File: src/rtl/mac_mgnt_pkg.sv
// Shared definitions for the MAC management poller: FSM states, address
// field layout and statistics counter index map.
package mac_mgnt_pkg;

  typedef enum logic [2:0] {
    S_IDLE,
    S_REQ_LO,
    S_WAIT_LO,
    S_REQ_HI,
    S_WAIT_HI,
    S_ACC,
    S_NEXT
  } state_e;

  localparam int unsigned ADDR_IDX_MSB = 7;
  localparam int unsigned ADDR_IDX_LSB = 1;
  localparam int unsigned ADDR_BSEL    = 0;

  localparam logic BSEL_LO = 1'b0;
  localparam logic BSEL_HI = 1'b1;

  localparam int unsigned CNT_RX_FRAMES = 0;
  localparam int unsigned CNT_RX_ERR    = 1;
  localparam int unsigned CNT_TX_FRAMES = 2;
  localparam int unsigned CNT_TX_DROP   = 3;

endpackage

File: src/rtl/mgnt_cnt_bank.sv
// Per-counter last-sample and 32-bit total registers with wrap-corrected
// delta accumulation, bulk clear and a registered host read port.
module mgnt_cnt_bank #(
  parameter int unsigned NUM_CNT = 4,
  parameter int unsigned IDX_W   = 2
) (
  input  logic             clk,
  input  logic             rstn_sys,
  input  logic             clr,
  input  logic             acc_en,
  input  logic [IDX_W-1:0] acc_idx,
  input  logic [15:0]      acc_new,
  input  logic [IDX_W-1:0] rd_idx,
  output logic [31:0]      rd_data
);

  logic [15:0] last_q  [NUM_CNT];
  logic [15:0] last_d  [NUM_CNT];
  logic [31:0] total_q [NUM_CNT];
  logic [31:0] total_d [NUM_CNT];
  logic [31:0] rd_data_q;
  logic [15:0] delta;

  always_comb begin
    last_d  = last_q;
    total_d = total_q;
    delta   = acc_new - last_q[acc_idx];
    if (acc_en) begin
      last_d[acc_idx]  = acc_new;
      total_d[acc_idx] = total_q[acc_idx] + {16'b0, delta};
    end
    // Clear overrides the accumulate but leaves last[] so deltas stay continuous.
    if (clr) begin
      for (int unsigned i = 0; i < NUM_CNT; i++) begin
        total_d[i] = '0;
      end
    end
  end

  always_ff @(posedge clk or negedge rstn_sys) begin
    if (!rstn_sys) begin
      for (int unsigned i = 0; i < NUM_CNT; i++) begin
        last_q[i]  <= '0;
        total_q[i] <= '0;
      end
      rd_data_q <= '0;
    end else begin
      last_q    <= last_d;
      total_q   <= total_d;
      rd_data_q <= total_d[rd_idx];
    end
  end

  assign rd_data = rd_data_q;

endmodule

File: src/rtl/mac_mgnt_poller.sv
// Periodic statistics sweeper for the MAC management byte interface: reads
// each 16-bit counter as two bytes and accumulates deltas into 32-bit totals.
module mac_mgnt_poller
  import mac_mgnt_pkg::*;
#(
  parameter int unsigned NUM_CNT     = 4,
  parameter int unsigned IDX_W       = 2,
  parameter int unsigned POLL_PERIOD = 125000,
  parameter int unsigned TIMEOUT     = 64
) (
  input  logic             clk,
  input  logic             rstn_sys,
  output logic             sys_req_valid,
  output logic             sys_req_wr,
  output logic [7:0]       sys_req_addr,
  input  logic             sys_resp_valid,
  input  logic [7:0]       sys_resp_data,
  input  logic             poll_en,
  input  logic             poll_kick,
  input  logic             host_clr,
  input  logic [IDX_W-1:0] host_rd_idx,
  output logic [31:0]      host_rd_data,
  output logic             busy,
  output logic             sweep_done,
  output logic             timeout_err
);

  localparam int unsigned PW = (POLL_PERIOD > 2) ? $clog2(POLL_PERIOD) : 1;
  localparam int unsigned WW = $clog2(TIMEOUT) + 1;

  state_e           state_q, state_d;
  logic             pend_q, pend_d;
  logic [IDX_W-1:0] idx_q, idx_d;
  logic [7:0]       lo_q, lo_d, hi_q, hi_d;
  logic [PW-1:0]    per_q, per_d;
  logic [WW-1:0]    wait_q, wait_d;
  logic             req_valid_q, req_valid_d;
  logic [7:0]       req_addr_q, req_addr_d;
  logic             busy_q, busy_d;
  logic             done_q, done_d;
  logic             terr_q, terr_d;
  logic             tick;
  logic             take;

  always_comb begin
    tick  = 1'b0;
    per_d = per_q;
    if (!poll_en) begin
      per_d = '0;
    end else if (per_q == PW'(POLL_PERIOD - 1)) begin
      per_d = '0;
      tick  = 1'b1;
    end else begin
      per_d = per_q + 1'b1;
    end

    state_d     = state_q;
    idx_d       = idx_q;
    lo_d        = lo_q;
    hi_d        = hi_q;
    wait_d      = wait_q;
    req_valid_d = 1'b0;
    req_addr_d  = req_addr_q;
    done_d      = 1'b0;
    terr_d      = terr_q;
    take        = 1'b0;

    case (state_q)
      S_IDLE: begin
        if (pend_q) begin
          take        = 1'b1;
          idx_d       = '0;
          req_valid_d = 1'b1;
          state_d     = S_REQ_LO;
        end
      end
      S_REQ_LO: begin
        wait_d  = '0;
        state_d = S_WAIT_LO;
      end
      S_WAIT_LO: begin
        if (sys_resp_valid) begin
          lo_d        = sys_resp_data;
          req_valid_d = 1'b1;
          state_d     = S_REQ_HI;
        end else if (wait_q == WW'(TIMEOUT - 1)) begin
          terr_d  = 1'b1;
          state_d = S_NEXT;
        end else begin
          wait_d = wait_q + 1'b1;
        end
      end
      S_REQ_HI: begin
        wait_d  = '0;
        state_d = S_WAIT_HI;
      end
      S_WAIT_HI: begin
        if (sys_resp_valid) begin
          hi_d    = sys_resp_data;
          state_d = S_ACC;
        end else if (wait_q == WW'(TIMEOUT - 1)) begin
          terr_d  = 1'b1;
          state_d = S_NEXT;
        end else begin
          wait_d = wait_q + 1'b1;
        end
      end
      S_ACC: begin
        state_d = S_NEXT;
      end
      S_NEXT: begin
        if (idx_q == IDX_W'(NUM_CNT - 1)) begin
          done_d  = 1'b1;
          state_d = S_IDLE;
        end else begin
          idx_d       = idx_q + 1'b1;
          req_valid_d = 1'b1;
          state_d     = S_REQ_LO;
        end
      end
      default: state_d = S_IDLE;
    endcase

    // Address is built from the next index so the strobe and address register together.
    if (req_valid_d) begin
      req_addr_d = '0;
      req_addr_d[ADDR_IDX_MSB:ADDR_IDX_LSB] = 7'(idx_d);
      req_addr_d[ADDR_BSEL] = (state_d == S_REQ_HI) ? BSEL_HI : BSEL_LO;
    end

    if (host_clr) begin
      terr_d = 1'b0;
    end

    pend_d = (pend_q & ~take) | tick | poll_kick;
    busy_d = (state_d != S_IDLE);
  end

  always_ff @(posedge clk or negedge rstn_sys) begin
    if (!rstn_sys) begin
      state_q     <= S_IDLE;
      pend_q      <= 1'b0;
      idx_q       <= '0;
      lo_q        <= '0;
      hi_q        <= '0;
      per_q       <= '0;
      wait_q      <= '0;
      req_valid_q <= 1'b0;
      req_addr_q  <= '0;
      busy_q      <= 1'b0;
      done_q      <= 1'b0;
      terr_q      <= 1'b0;
    end else begin
      state_q     <= state_d;
      pend_q      <= pend_d;
      idx_q       <= idx_d;
      lo_q        <= lo_d;
      hi_q        <= hi_d;
      per_q       <= per_d;
      wait_q      <= wait_d;
      req_valid_q <= req_valid_d;
      req_addr_q  <= req_addr_d;
      busy_q      <= busy_d;
      done_q      <= done_d;
      terr_q      <= terr_d;
    end
  end

  mgnt_cnt_bank #(
    .NUM_CNT (NUM_CNT),
    .IDX_W   (IDX_W)
  ) u_bank (
    .clk      (clk),
    .rstn_sys (rstn_sys),
    .clr      (host_clr),
    .acc_en   (state_q == S_ACC),
    .acc_idx  (idx_q),
    .acc_new  ({hi_q, lo_q}),
    .rd_idx   (host_rd_idx),
    .rd_data  (host_rd_data)
  );

  assign sys_req_valid = req_valid_q;
  assign sys_req_wr    = 1'b0;
  assign sys_req_addr  = req_addr_q;
  assign busy          = busy_q;
  assign sweep_done    = done_q;
  assign timeout_err   = terr_q;

endmodule

File: config.mk
export PLATFORM = sky130hd
export DESIGN_NAME = mac_mgnt_poller
export DESIGN_NICKNAME = d
export VERILOG_FILES = /design/src/rtl/mac_mgnt_pkg.sv /design/src/rtl/mgnt_cnt_bank.sv /design/src/rtl/mac_mgnt_poller.sv
export SDC_FILE = /design/constraint.sdc
export NUM_CORES = 1
export LEC_CHECK = 0
export ABC_AREA = 1
export ABC_CLOCK_PERIOD_IN_PS = 6400
export CORE_AREA = 5 5 190 192
export DETAILED_ROUTE_END_ITERATION = 6
export DIE_AREA = 0 0 195 197
export DONT_BUFFER_PORTS = 1
export GPL_TIMING_DRIVEN = 0
export SYNTH_ARGS = -nofsm -noshare
export SYNTH_HDL_FRONTEND = slang
export SYNTH_SLANG_ARGS = --single-unit
File: constraint.sdc
create_clock -name clk -period 6.4 [get_ports clk]
set_input_delay 1.28 -clock clk [delete_from_list [all_inputs] [get_ports clk]]
set_output_delay 1.28 -clock clk [all_outputs]
set_load 0.01 [all_outputs]
==> impl_metrics.xml <==
<?xml version="1.0" encoding="UTF-8"?>
<metrics>
  <group name="synth">
    <metric name="post_synth_most_frequent_cells" unit="">nand2_1 (459), inv_1 (336), dfrtp_1 (277)</metric>
    <metric name="netlist.top_cell.by_area" unit="">dfrtp_1</metric>
    <metric name="fraction_of_synthesis_flops_using_an_asynchronous_set_or_reset_pin" unit="%">100</metric>
    <metric name="synth_warnings" unit="">0</metric>
    <metric name="synth_area" unit="µm²">15500</metric>
    <metric name="ys_ff_latch" unit="">277</metric>
    <metric name="synth.top_cell.area_share" unit="%">44.8</metric>
    <metric name="ys_top_cells_by_area" unit="">dfrtp_1 (45%), nand2_1 (11%), inv_1 (8.2%), o21ai_0 (6.0%), nor2_1 (4.7%)</metric>
    <metric name="synthCells" unit="">2084</metric>
    <metric name="synth_flop_cell" unit="">dfrtp_1</metric>
    <metric name="seq_area_frac_synth" unit="%">44.8</metric>
    <metric name="syn-mean-instance-area" unit="µm²">7.42</metric>
    <metric name="synth_edf_count" unit="">0</metric>
    <metric name="yosysUniqueCellTypes" unit="">48</metric>
    <metric name="library_cell_with_the_highest_instance_count_after_synthesis" unit="">nand2_1</metric>
  </group>
  <group name="route">
    <metric name="wl_per_cell" unit="µm">20.1</metric>
    <metric name="drcViolationCount" unit="">0</metric>
    <metric name="routed_via_density" unit="">5.48</metric>
    <metric name="ant_nets" unit="">0</metric>
    <metric name="first_iter_violations" unit="">1375</metric>
    <metric name="drt-pass1-iter-count" unit="">6</metric>
    <metric name="routed_wl" unit="mm">52.2</metric>
    <metric name="via_count" unit="">14245</metric>
  </group>
  <group name="grt">
    <metric name="wire_length_of_the_first_global_routing_pass" unit="mm">80.0</metric>
    <metric name="grt-ovfl-total" unit="">0</metric>
    <metric name="number_of_antenna_violations_at_the_first_check_in_global_routing" unit="">0</metric>
    <metric name="grt_max_degree" unit="">278</metric>
    <metric name="grtUsageMet3" unit="%">5.83</metric>
    <metric name="highest_utilization_routing_layer_at_the_global_route_stage" unit="">met2</metric>
    <metric name="grt_pass1_vias" unit="">13877</metric>
    <metric name="grt_usage" unit="%">26.7</metric>
    <metric name="grtUsageMet2" unit="%">41.9</metric>
    <metric name="grtUsageMet1" unit="%">36.7</metric>
  </group>
  <group name="run_status">
    <metric name="status" unit="">completed</metric>
  </group>
  <group name="clock_tree">
    <metric name="clock_tree.root_cell" unit="">clkbuf_16</metric>
    <metric name="cts_hold_repair.buffers" unit="">0</metric>
    <metric name="cts_tree" unit="">yes</metric>
    <metric name="cts.clk_slew.worst_paths" unit="ns">0.06</metric>
    <metric name="worst_skew_pair.late_latency" unit="ns">0.59</metric>
    <metric name="cts_inserted_buffers" unit="">31</metric>
    <metric name="tritoncts_num_sinks" unit="">277</metric>
    <metric name="clock_tree.htree_level_count" unit="">1</metric>
    <metric name="max-clock-path-buffers" unit="">3</metric>
  </group>
  <group name="power_and_ir_drop">
    <metric name="intPower" unit="W">0.00448</metric>
    <metric name="p_switching" unit="W">0.00401</metric>
    <metric name="pwr-share-clk" unit="%">23.6</metric>
    <metric name="power_density_over_the_cells" unit="nW/µm²">493</metric>
    <metric name="static-leakage-power" unit="nW">8.92</metric>
    <metric name="share_seq_of_total_power" unit="%">25.7</metric>
    <metric name="sw_frac_of_total" unit="%">47.2</metric>
    <metric name="comb_power_share" unit="%">50.7</metric>
    <metric name="max-vdd-ir-drop" unit="µV">358</metric>
  </group>
  <group name="sta">
    <metric name="hold_violations" unit="">0</metric>
    <metric name="max_slew.worst_pin.slew" unit="ns">0.940</metric>
    <metric name="final_max_slew_viol_count" unit="">0</metric>
    <metric name="timing.final.crit_share" unit="%">92.3</metric>
    <metric name="setup_repair_after_global_routing_missed_its_margin" unit="">no</metric>
    <metric name="maxClockFrequency" unit="GHz">0.169</metric>
    <metric name="setup_total_negative_slack" unit="ns">0</metric>
    <metric name="slew_headroom" unit="%">37.4</metric>
    <metric name="skew" unit="ns">0.0318</metric>
    <metric name="fin_crit" unit="ns">5.91</metric>
    <metric name="setup_violations" unit="">0</metric>
  </group>
  <group name="setup_path">
    <metric name="rrSetupSlack" unit="ns">0.49</metric>
    <metric name="crit_arrival" unit="ns">6.37</metric>
    <metric name="slowest_delay" unit="ns">0.38</metric>
    <metric name="critPathLaunchType" unit="">register</metric>
    <metric name="critical_path.startpoint" unit="">idx_q[0]$_DFF_PN0_</metric>
    <metric name="worst_case_reg_to_reg_path_depth" unit="">29</metric>
    <metric name="worst_ep_required_time" unit="ns">6.86</metric>
    <metric name="critPathSlowestCell" unit="">dfrtp_1</metric>
    <metric name="path_common_cell" unit="">nand2_1</metric>
    <metric name="critPathCaptureType" unit="">register</metric>
    <metric name="reg2reg_from" unit="">idx_q[0]$_DFF_PN0_</metric>
    <metric name="worstSetupPathType" unit="">reg -&gt; reg</metric>
    <metric name="cp_max_fo" unit="">19</metric>
  </group>
  <group name="layout">
    <metric name="post_route_cells_drive_above_1_share" unit="%">6.86</metric>
    <metric name="num-nets-final" unit="">2171</metric>
    <metric name="filler_cell_count" unit="">3416</metric>
    <metric name="fin_cells" unit="">2599</metric>
    <metric name="seq_area" unit="µm²">6930</metric>
    <metric name="diodes" unit="">0</metric>
    <metric name="final_cell_area" unit="µm²">17200</metric>
    <metric name="synthToLayoutAreaGrowth" unit="%">11.4</metric>
    <metric name="multi_input_comb_area" unit="µm²">6770</metric>
  </group>
  <group name="worst_hold_path">
    <metric name="min_path_type" unit="">in -&gt; async</metric>
  </group>
  <group name="die">
    <metric name="rows" unit="">68</metric>
    <metric name="floorplan.initialDensity" unit="%">45.2</metric>
    <metric name="core_region_area" unit="µm²">34200</metric>
    <metric name="die_y" unit="µm">197</metric>
    <metric name="design.portCount" unit="">61</metric>
    <metric name="design.die.area" unit="µm²">38400</metric>
    <metric name="chipWidth" unit="µm">195</metric>
  </group>
  <group name="placement">
    <metric name="area_after_dpl" unit="µm²">16000</metric>
    <metric name="i_o_buffers" unit="">0</metric>
    <metric name="place_congestion" unit="">0.974</metric>
    <metric name="dpl.hpwl" unit="mm">36.3</metric>
    <metric name="place_inst" unit="">2544</metric>
  </group>
  <group name="job">
    <metric name="max-cap-violations" unit="">0</metric>
  </group>
</metrics>
## sequential cells by signal, indices dropped and copies added (netlist names)
name and flops:
pend_q 1, timeout_err 1, sweep_done 1, hi_q 8, u_bank.rd_data 32, u_bank.last_q 64
lo_q 8, idx_q 2, sys_req_valid 1, wait_q 7, sys_req_addr 3, per_q 17
busy 1, state_q 3, u_bank.total_q 128
## through the flow
| step | hold slack [ns] | worst slack (ns) | power [W] | utilization, % |
|---|---|---|---|---|
| 2_1_floorplan | 0.433 | 1.58 | 0.00502 | - |
| 3_3_place_gp | 0.450 | -0.505 | 0.00634 | 46.9 |
| 3_5_place_dp | 0.462 | -0.412 | 0.00634 | 46.9 |
| 4_1_cts | 0.369 | 0.0540 | 0.00838 | 50.3 |
| 5_1_grt | 0.372 | 0.00332 | 0.00903 | 50.3 |
| 6_report | 0.395 | 0.494 | 0.00849 | 50.3 |
## cells by family (layout without fill, tap and decap cells)
| family | Yosys count | count (layout) | share of synthesized area [%] |
|---|---|---|---|
| AOI/OAI and AO/OA | 438 | 438 | 15.6 |
| buffers and inverters | 449 | 504 | 11.5 |
| adders and majority gates | 36 | 36 | 3.01 |
| and+or+nand+nor | 849 | 849 | 23.0 |
| DFF | 277 | 277 | 44.8 |
| muxes | 2 | 2 | 0.146 |
| xor gates and xnor gates | 32 | 32 | 1.81 |
| other | 1 | 6 | 0.0243 |
## path summary, 6_finish.rpt
path	to
min reg2reg	per_q[0]$_DFF_PN0_
min in group clk	per_q[0]$_DFF_PN0_
min	u_bank.last_q[13]$_DFFE_PN0P_
max in group asynchronous	per_q[2]$_DFF_PN0_
max reg2reg	u_bank.rd_data[14]$_DFF_PN0_
max	u_bank.rd_data[14]$_DFF_PN0_
## routing by layer
layer,vias to the layer above,part of all wire (%)
met5,-,0
met4,0,3.6
met3,129,9.1
met2,614,44
met1,6780,43
li1,6722,-
## repair_timing
item,in CTS,in global routing
setup buffers,0,0
resized for setup,4,14
endpoints found under the setup margin,34,32
endpoints found under the hold margin,0,0
gates cloned,0,0
## worst max-delay path, delay by kind of cell (launching register included)
kind                     cells  cell delay (ns)
AND/OR/NAND/NOR             11             1.28
AO/OA/AOI/OAI               10             2.04
XOR/XNOR                     1             0.34
adder cells (fa/ha/maj)      2             0.67
flip-flops                   1             0.38
buffers and inverters        5             1.05
## layout by cell type, fill, tap and decap left out, types with 10 or more instances in the layout
master     count
ha_1          34
buf_2         16
inv_1        336
inv_2         12
nor2_1       192
a21oi_1      142
o21ai_0      185
dfrtp_1      277
nand2_1      459
nor3_1        12
a221oi_1      28
o21ai_1       15
clkbuf_16     31
o22ai_1       44
nor2_2        16
clkbuf_1      52
xor2_1        27
nand3_1      135
buf_1         10
## layout make-up
class                   instances  area share, %
flip-flops and latches        277           40.3
multi-input cells            1363           39.3
inverters                     351           7.67
clock buffers                  42           5.15
well taps                     455           3.31
plain buffers                  95           2.74
clock inverters                16           1.52
## power by group through the flow
stage	clock network, W	logic, W	registers, W
floorplan	0	0.00286	0.00216
global placement	0	0.00414	0.00220
detailed placement	0	0.00413	0.00221
CTS	0.00203	0.00417	0.00218
global route	0.00210	0.00472	0.00221
finish	0.00200	0.00431	0.00218
No activity file was read; power rests on OpenSTA's default activity.
